$ cat src/rtl/fir_stage_scheduler.sv
// fir_stage_scheduler
// Shares one FIR multiply-accumulate engine across NUM_STAGES cascaded
// decimation stages. Each stage has a one-deep pending slot; the deepest
// pending stage wins the engine so the cascade drains before new input is
// accepted. Compute results are forwarded into the next stage's slot, or out
// of the block from the last stage.
//
// Build option: define OVERRUN_COUNT_EN to build the sticky overrun flag and
// the saturating overrun counter. Without it both outputs are tied to 0.
// Overwrite-on-overrun data behaviour is identical in both builds.
//
// Engine handshake: eng_start is a one-cycle command. eng_stage, eng_sample
// and eng_compute are stable from eng_start until eng_done. eng_done is a
// one-cycle completion that is only accepted while the FSM is in S_WAIT;
// eng_result is taken with eng_done when eng_compute is 1.
module fir_stage_scheduler #(
  parameter int NUM_STAGES   = 4,
  parameter int DATA_WIDTH   = 16,
  parameter int DECIM_FACTOR = 2
) (
  input  logic                          clk_in,
  input  logic                          rst_in,
  input  logic signed [DATA_WIDTH-1:0]  sample_in,
  input  logic                          sample_valid_in,
  output logic                          eng_start,
  output logic [$clog2(NUM_STAGES)-1:0] eng_stage,
  output logic signed [DATA_WIDTH-1:0]  eng_sample,
  output logic                          eng_compute,
  input  logic                          eng_done,
  input  logic signed [DATA_WIDTH-1:0]  eng_result,
  output logic signed [DATA_WIDTH-1:0]  sample_out,
  output logic                          sample_valid_out,
  output logic                          overrun,
  output logic [7:0]                    overrun_count
);

  localparam int SW = $clog2(NUM_STAGES);
  localparam int PW = $clog2(DECIM_FACTOR);
  localparam logic [PW-1:0] PH_LAST = PW'(DECIM_FACTOR - 1);
  localparam logic [SW-1:0] ST_LAST = SW'(NUM_STAGES - 1);

  typedef enum logic [1:0] {
    S_IDLE  = 2'd0,
    S_ISSUE = 2'd1,
    S_WAIT  = 2'd2
  } state_t;

  state_t state_q, state_d;

  logic [NUM_STAGES-1:0]        pend_q, pend_d, set_ev, clr_ev;
  logic signed [DATA_WIDTH-1:0] hold_q  [NUM_STAGES];
  logic signed [DATA_WIDTH-1:0] hold_d  [NUM_STAGES];
  logic [PW-1:0]                phase_q [NUM_STAGES];
  logic [PW-1:0]                phase_d [NUM_STAGES];

  logic [SW-1:0] grant_idx;
  logic          any_pend, grant_fire, done_fire, wb_fire;

  logic                         eng_start_q, eng_start_d;
  logic [SW-1:0]                eng_stage_q, eng_stage_d;
  logic signed [DATA_WIDTH-1:0] eng_sample_q, eng_sample_d;
  logic                         eng_compute_q, eng_compute_d;
  logic signed [DATA_WIDTH-1:0] sample_out_q, sample_out_d;
  logic                         sample_valid_q, sample_valid_d;

  // Fixed priority: the highest pending index wins (deepest stage first).
  always_comb begin
    grant_idx = '0;
    for (int s = 0; s < NUM_STAGES; s++) begin
      if (pend_q[s]) grant_idx = SW'(s);
    end
  end

  assign any_pend   = |pend_q;
  assign grant_fire = (state_q == S_IDLE) && any_pend;
  assign done_fire  = (state_q == S_WAIT) && eng_done;
  assign wb_fire    = done_fire && eng_compute_q;

  // Slot set/clear events; a set in the same cycle as a clear keeps the slot.
  always_comb begin
    set_ev = '0;
    clr_ev = '0;
    pend_d = '0;
    for (int s = 0; s < NUM_STAGES; s++) begin
      hold_d[s] = hold_q[s];
      if (s == 0) set_ev[s] = sample_valid_in;
      else        set_ev[s] = wb_fire && (eng_stage_q == SW'(s - 1));
      clr_ev[s] = grant_fire && (grant_idx == SW'(s));
      if (set_ev[s]) hold_d[s] = (s == 0) ? sample_in : eng_result;
      pend_d[s] = set_ev[s] | (pend_q[s] & ~clr_ev[s]);
    end
  end

  // Decimation phase of the stage just serviced advances on completion.
  always_comb begin
    for (int s = 0; s < NUM_STAGES; s++) begin
      phase_d[s] = phase_q[s];
      if (done_fire && (eng_stage_q == SW'(s))) begin
        phase_d[s] = (phase_q[s] == PH_LAST) ? '0 : phase_q[s] + PW'(1);
      end
    end
  end

  // FSM next state.
  always_comb begin
    state_d = state_q;
    case (state_q)
      S_IDLE:  if (any_pend) state_d = S_ISSUE;
      S_ISSUE: state_d = S_WAIT;
      S_WAIT:  if (eng_done) state_d = S_IDLE;
      default: state_d = S_IDLE;
    endcase
  end

  // FSM outputs: job fields are captured at grant and held until the next grant.
  always_comb begin
    eng_start_d    = grant_fire;
    eng_stage_d    = eng_stage_q;
    eng_sample_d   = eng_sample_q;
    eng_compute_d  = eng_compute_q;
    if (grant_fire) begin
      eng_stage_d   = grant_idx;
      eng_sample_d  = hold_q[grant_idx];
      eng_compute_d = (phase_q[grant_idx] == PH_LAST);
    end
    sample_valid_d = wb_fire && (eng_stage_q == ST_LAST);
    sample_out_d   = sample_valid_d ? eng_result : sample_out_q;
  end

  // FSM state register.
  always_ff @(posedge clk_in or posedge rst_in) begin
    if (rst_in) state_q <= S_IDLE;
    else        state_q <= state_d;
  end

  // Per-stage slots, holding registers and phase counters.
  always_ff @(posedge clk_in or posedge rst_in) begin
    if (rst_in) begin
      pend_q <= '0;
      for (int s = 0; s < NUM_STAGES; s++) begin
        hold_q[s]  <= '0;
        phase_q[s] <= '0;
      end
    end else begin
      pend_q <= pend_d;
      for (int s = 0; s < NUM_STAGES; s++) begin
        hold_q[s]  <= hold_d[s];
        phase_q[s] <= phase_d[s];
      end
    end
  end

  // Registered engine command and cascade output.
  always_ff @(posedge clk_in or posedge rst_in) begin
    if (rst_in) begin
      eng_start_q    <= 1'b0;
      eng_stage_q    <= '0;
      eng_sample_q   <= '0;
      eng_compute_q  <= 1'b0;
      sample_out_q   <= '0;
      sample_valid_q <= 1'b0;
    end else begin
      eng_start_q    <= eng_start_d;
      eng_stage_q    <= eng_stage_d;
      eng_sample_q   <= eng_sample_d;
      eng_compute_q  <= eng_compute_d;
      sample_out_q   <= sample_out_d;
      sample_valid_q <= sample_valid_d;
    end
  end

  assign eng_start        = eng_start_q;
  assign eng_stage        = eng_stage_q;
  assign eng_sample       = eng_sample_q;
  assign eng_compute      = eng_compute_q;
  assign sample_out       = sample_out_q;
  assign sample_valid_out = sample_valid_q;

`ifdef OVERRUN_COUNT_EN
  logic [NUM_STAGES-1:0] ovr_ev;
  logic                  overrun_q, overrun_d;
  logic [7:0]            ovr_cnt_q, ovr_cnt_d;
  logic [15:0]           ovr_total;

  // Overrun = set on an already-pending slot that is not being granted now.
  always_comb begin
    ovr_ev    = set_ev & pend_q & ~clr_ev;
    ovr_total = {8'd0, ovr_cnt_q};
    for (int s = 0; s < NUM_STAGES; s++) begin
      ovr_total = ovr_total + 16'(ovr_ev[s]);
    end
    ovr_cnt_d = (ovr_total > 16'd255) ? 8'hFF : ovr_total[7:0];
    overrun_d = overrun_q | (|ovr_ev);
  end

  // Sticky flag and saturating event counter.
  always_ff @(posedge clk_in or posedge rst_in) begin
    if (rst_in) begin
      overrun_q <= 1'b0;
      ovr_cnt_q <= '0;
    end else begin
      overrun_q <= overrun_d;
      ovr_cnt_q <= ovr_cnt_d;
    end
  end

  assign overrun       = overrun_q;
  assign overrun_count = ovr_cnt_q;
`else
  assign overrun       = 1'b0;
  assign overrun_count = '0;
`endif

endmodule

$ cat config.mk
export PLATFORM = sky130hd
export DESIGN_NAME = fir_stage_scheduler
export DESIGN_NICKNAME = d
export VERILOG_FILES = /design/src/rtl/fir_stage_scheduler.sv
export SDC_FILE = /design/constraint.sdc
export NUM_CORES = 1
export LEC_CHECK = 0
export BUFFER_PORTS_ARGS = -buffer_cell sky130_fd_sc_hd__buf_4
export CELL_PAD_IN_SITES_DETAIL_PLACEMENT = 2
export CELL_PAD_IN_SITES_GLOBAL_PLACEMENT = 2
export CORE_UTILIZATION = 42
export CTS_CLUSTER_DIAMETER = 100
export DETAILED_ROUTE_END_ITERATION = 10
export PLACE_DENSITY = 0.88
export SLEW_MARGIN = 20
export SYNTH_ARGS = -nofsm -noshare
export SYNTH_HDL_FRONTEND = slang
export SYNTH_SLANG_ARGS = --single-unit
$ cat constraint.sdc
create_clock -name clk_in -period 5.9 [get_ports clk_in]
set_clock_uncertainty 0.1 [all_clocks]
set_input_delay 0.59 -clock clk_in [delete_from_list [all_inputs] [get_ports clk_in]]
set_output_delay 0.59 -clock clk_in [all_outputs]
set_load 0.03 [all_outputs]
==> results.py <==
metrics = {
    "power_and_ir_drop": {
        "p_per_area_nw_per_um2": 492.1,
        "p_leak_nw": 2.725,
        "p_total_mw": 2.816,
        "irDropWorstVdd_uv": 213.5,
    },
    "timing": {
        "drv_slew": 0,
        "hold_ws_ns": 0.1584,
        "timing.fmax_mhz": 391.7,
        "tns_ns": 0,
        "post-route-period-util": 0.4328,
        "worstMarginPinSlew_ns": 1.094,
        "setup_viol": 0,
        "slew_headroom": 0.2700,
        "fin_crit_ns": 2.553,
        "hold_viol": 0,
        "rsz0062_at_grt": "false",
    },
    "routing": {
        "first_pass_iters": 4,
        "wire_per_inst_um": 25.09,
        "route.detailed.drc": 0,
        "detail-route-antenna-nets": 0,
        "num_vias": 3014,
        "via_per_inst": 5.510,
        "finalWirelength_mm": 13.72,
        "drt_iter0_drc": 125,
    },
    "critical_path": {
        "cp-start-kind": "register",
        "worstPathRequired_ns": 6.04,
        "ff2ff_setup_slack_ns": 3.35,
        "arrival_ns": 2.69,
        "worstSetupEndpointType": "register",
        "crit_type": "register to register",
        "critPathMaxFanout": 21,
    },
    "layout": {
        "final_nets": 439,
        "drive_gt1_frac": 0.4889,
        "instances_no_fill": 547,
        "fin_util": 0.5211,
        "antennaDiodeCount": 0,
        "syn2layout_area_growth_pct": 19.77,
    },
    "clocking": {
        "cts_setup_buffers": 0,
        "clk_latency_ns": 0.36,
        "clk_pin_slew_ns": 0.07,
        "htreeDepth": 3,
        "hold_buffers": 0,
        "cts_tree": "done",
        "clock_path_buffers": 2,
        "cts_resized": 0,
        "cts_buffers": 9,
        "clock-root-buffer": "clkbuf_16",
        "clock_sinks": 111,
    },
    "floorplanning": {
        "die_w_um": 108.7,
        "start_util": 0.4351,
        "coreArea_um2": 10980,
        "die_area_um2": 11810,
        "row_count": 38,
        "ios": 82,
        "die_h_um": 108.7,
    },
    "logic_synthesis": {
        "yosys_warnings": 0,
        "yosysTopAreaCellShare": 0.5813,
        "synthCells": 335,
        "netlist_area_um2": 4778,
        "synth.area.top_cells": "dfrtp_1 58%, mux2_2 21%, mux2i_1 4.0%",
        "yosysTopAreaCell": "dfrtp_1",
        "yosysSeqAreaShare": 0.5813,
        "syn_area_per_cell_um2": 14.26,
        "synth-seq-cells": 111,
        "synthDistinctLibCells": 33,
    },
    "run_status": {
        "status": "complete, no violations",
    },
    "placed_design": {
        "globalplace.congestion": 0.7179,
        "io_buffers": 72,
        "dp.cells": 532,
        "hpwl_mm": 8.473,
    },
    "flow_run": {
        "max_cap_viol_count": 0,
    },
    "grt": {
        "antenna_found_initial": 0,
        "grt_max_degree": 75,
        "grt_pass1_vias": 3491,
        "grt-ovfl-total": 0,
        "grt.total_usage": 0.2570,
        "grt_pass1_wl_mm": 21.51,
    },
    "worst_hold_path": {
        "hold_class": "primary input to async pin",
    },
}
## registers in the layout (all words and copies together), names as in the netlist
signal and flops:
hold_q 64, eng_compute 1, sample_valid_out 1, sample_out 16, phase_q 4, eng_stage 2, pend_q 4, state_q 2
eng_sample 16, eng_start 1
## worst max-delay path, stage by stage (launching register included)
cell	delay, ns
dfrtp_2	0.78
nor2_1	0.20
a21oi_2	0.60
buf_4	0.36
mux2_2	0.38
## through the flow
stage	area, um2	worst slack, ns
after global routing	5723	3.248
after global placement	5385	3.232
after detailed placement	5385	3.046
final	5723	3.347
after floorplan	4808	2.279
after CTS	5717	2.934
## logic make-up after synthesis
family	synth area share
and+or+nand+nor	0.03954
buffers and inverters	0.04949
muxes	0.2755
other	0.0007848
AOI/OAI and AO/OA	0.04609
DFF	0.5813
xor gates and xnor gates	0.007331
## synthesized netlist by cell type
library cell and number:
inv_1 13, buf_12 1, nand2b_1 1, clkbuf_1 11, nor3_4 1, nand2_1 16
nor2b_1 1, buf_6 4, or3b_1 1, or4_2 1, a21oi_2 1, dfrtp_1 111
conb_1 1, or2_2 2, buf_1 1, nand3b_1 1, or2b_1 1, a21o_1 2
buf_2 2, mux2_4 9, mux2i_1 19, buf_4 9, nor2_2 1, o221ai_1 7
nor2_1 5, nor3b_1 2, a21oi_1 2, mux2_2 88, o21ai_0 5, nor3_2 1
xor2_1 4, nand3_1 1, a222oi_1 10
## worst paths after layout
kind | start | end | cells after the start
worst min register to register | phase_q[2]$_DFFE_PP0P_ | phase_q[2]$_DFFE_PP0P_ | 1
worst max register to register | pend_q[1]$_DFF_PP0_ | eng_sample[10]$_DFFE_PP0P_ | 4
max in group asynchronous | rst_in | pend_q[1]$_DFF_PP0_ | 3
worst min-delay path | rst_in | hold_q[60]$_DFFE_PP0P_ | 2
worst max-delay path | pend_q[1]$_DFF_PP0_ | eng_sample[10]$_DFFE_PP0P_ | 4
min in group clk_in | sample_in[8] | hold_q[56]$_DFFE_PP0P_ | 2
## final cells by class
type                    count  area (um2)
multi-input cells         191        1808
clock inverters             3       65.06
inverters                  13       51.30
repair buffers             77       578.1
well taps                 140       175.2
clock buffers              12       266.5
flip-flops and latches    111        2779
fillers                  1052        5260
## metal layers
metal,routed length (um),vias up,GRT usage
met2,7467,76,0.4580
met4,209,0,0.07819
met1,5562,1616,0.3162
li1,-,1303,-
met5,0,-,0
met3,484,19,0.04662
## layout by cell type, fill, tap and decap left out, drive strengths merged, types with 2 or more instances in the layout
cell / Yosys / layout
dfrtp: 111 / 111
mux2: 97 / 97
buf: 17 / 77
mux2i: 19 / 19
nand2: 16 / 16
inv: 13 / 13
clkbuf: 11 / 12
a222oi: 10 / 10
conb: 1 / 9
o221ai: 7 / 7
nor2: 6 / 6
o21ai: 5 / 5
xor2: 4 / 4
a21oi: 3 / 3
nor3: 2 / 2
or2: 2 / 2
a21o: 2 / 2
nor3b: 2 / 2
bufinv: 0 / 2
## power by group
| part | internal, mW | switching (mW) | leakage [nW] |
|---|---|---|---|
| clock | 0.404 | 0.277 | 0.165 |
| sequential | 0.999 | 0.220 | 1.41 |
| combinational | 0.438 | 0.477 | 1.15 |
Power figures use the tool's default switching activity.
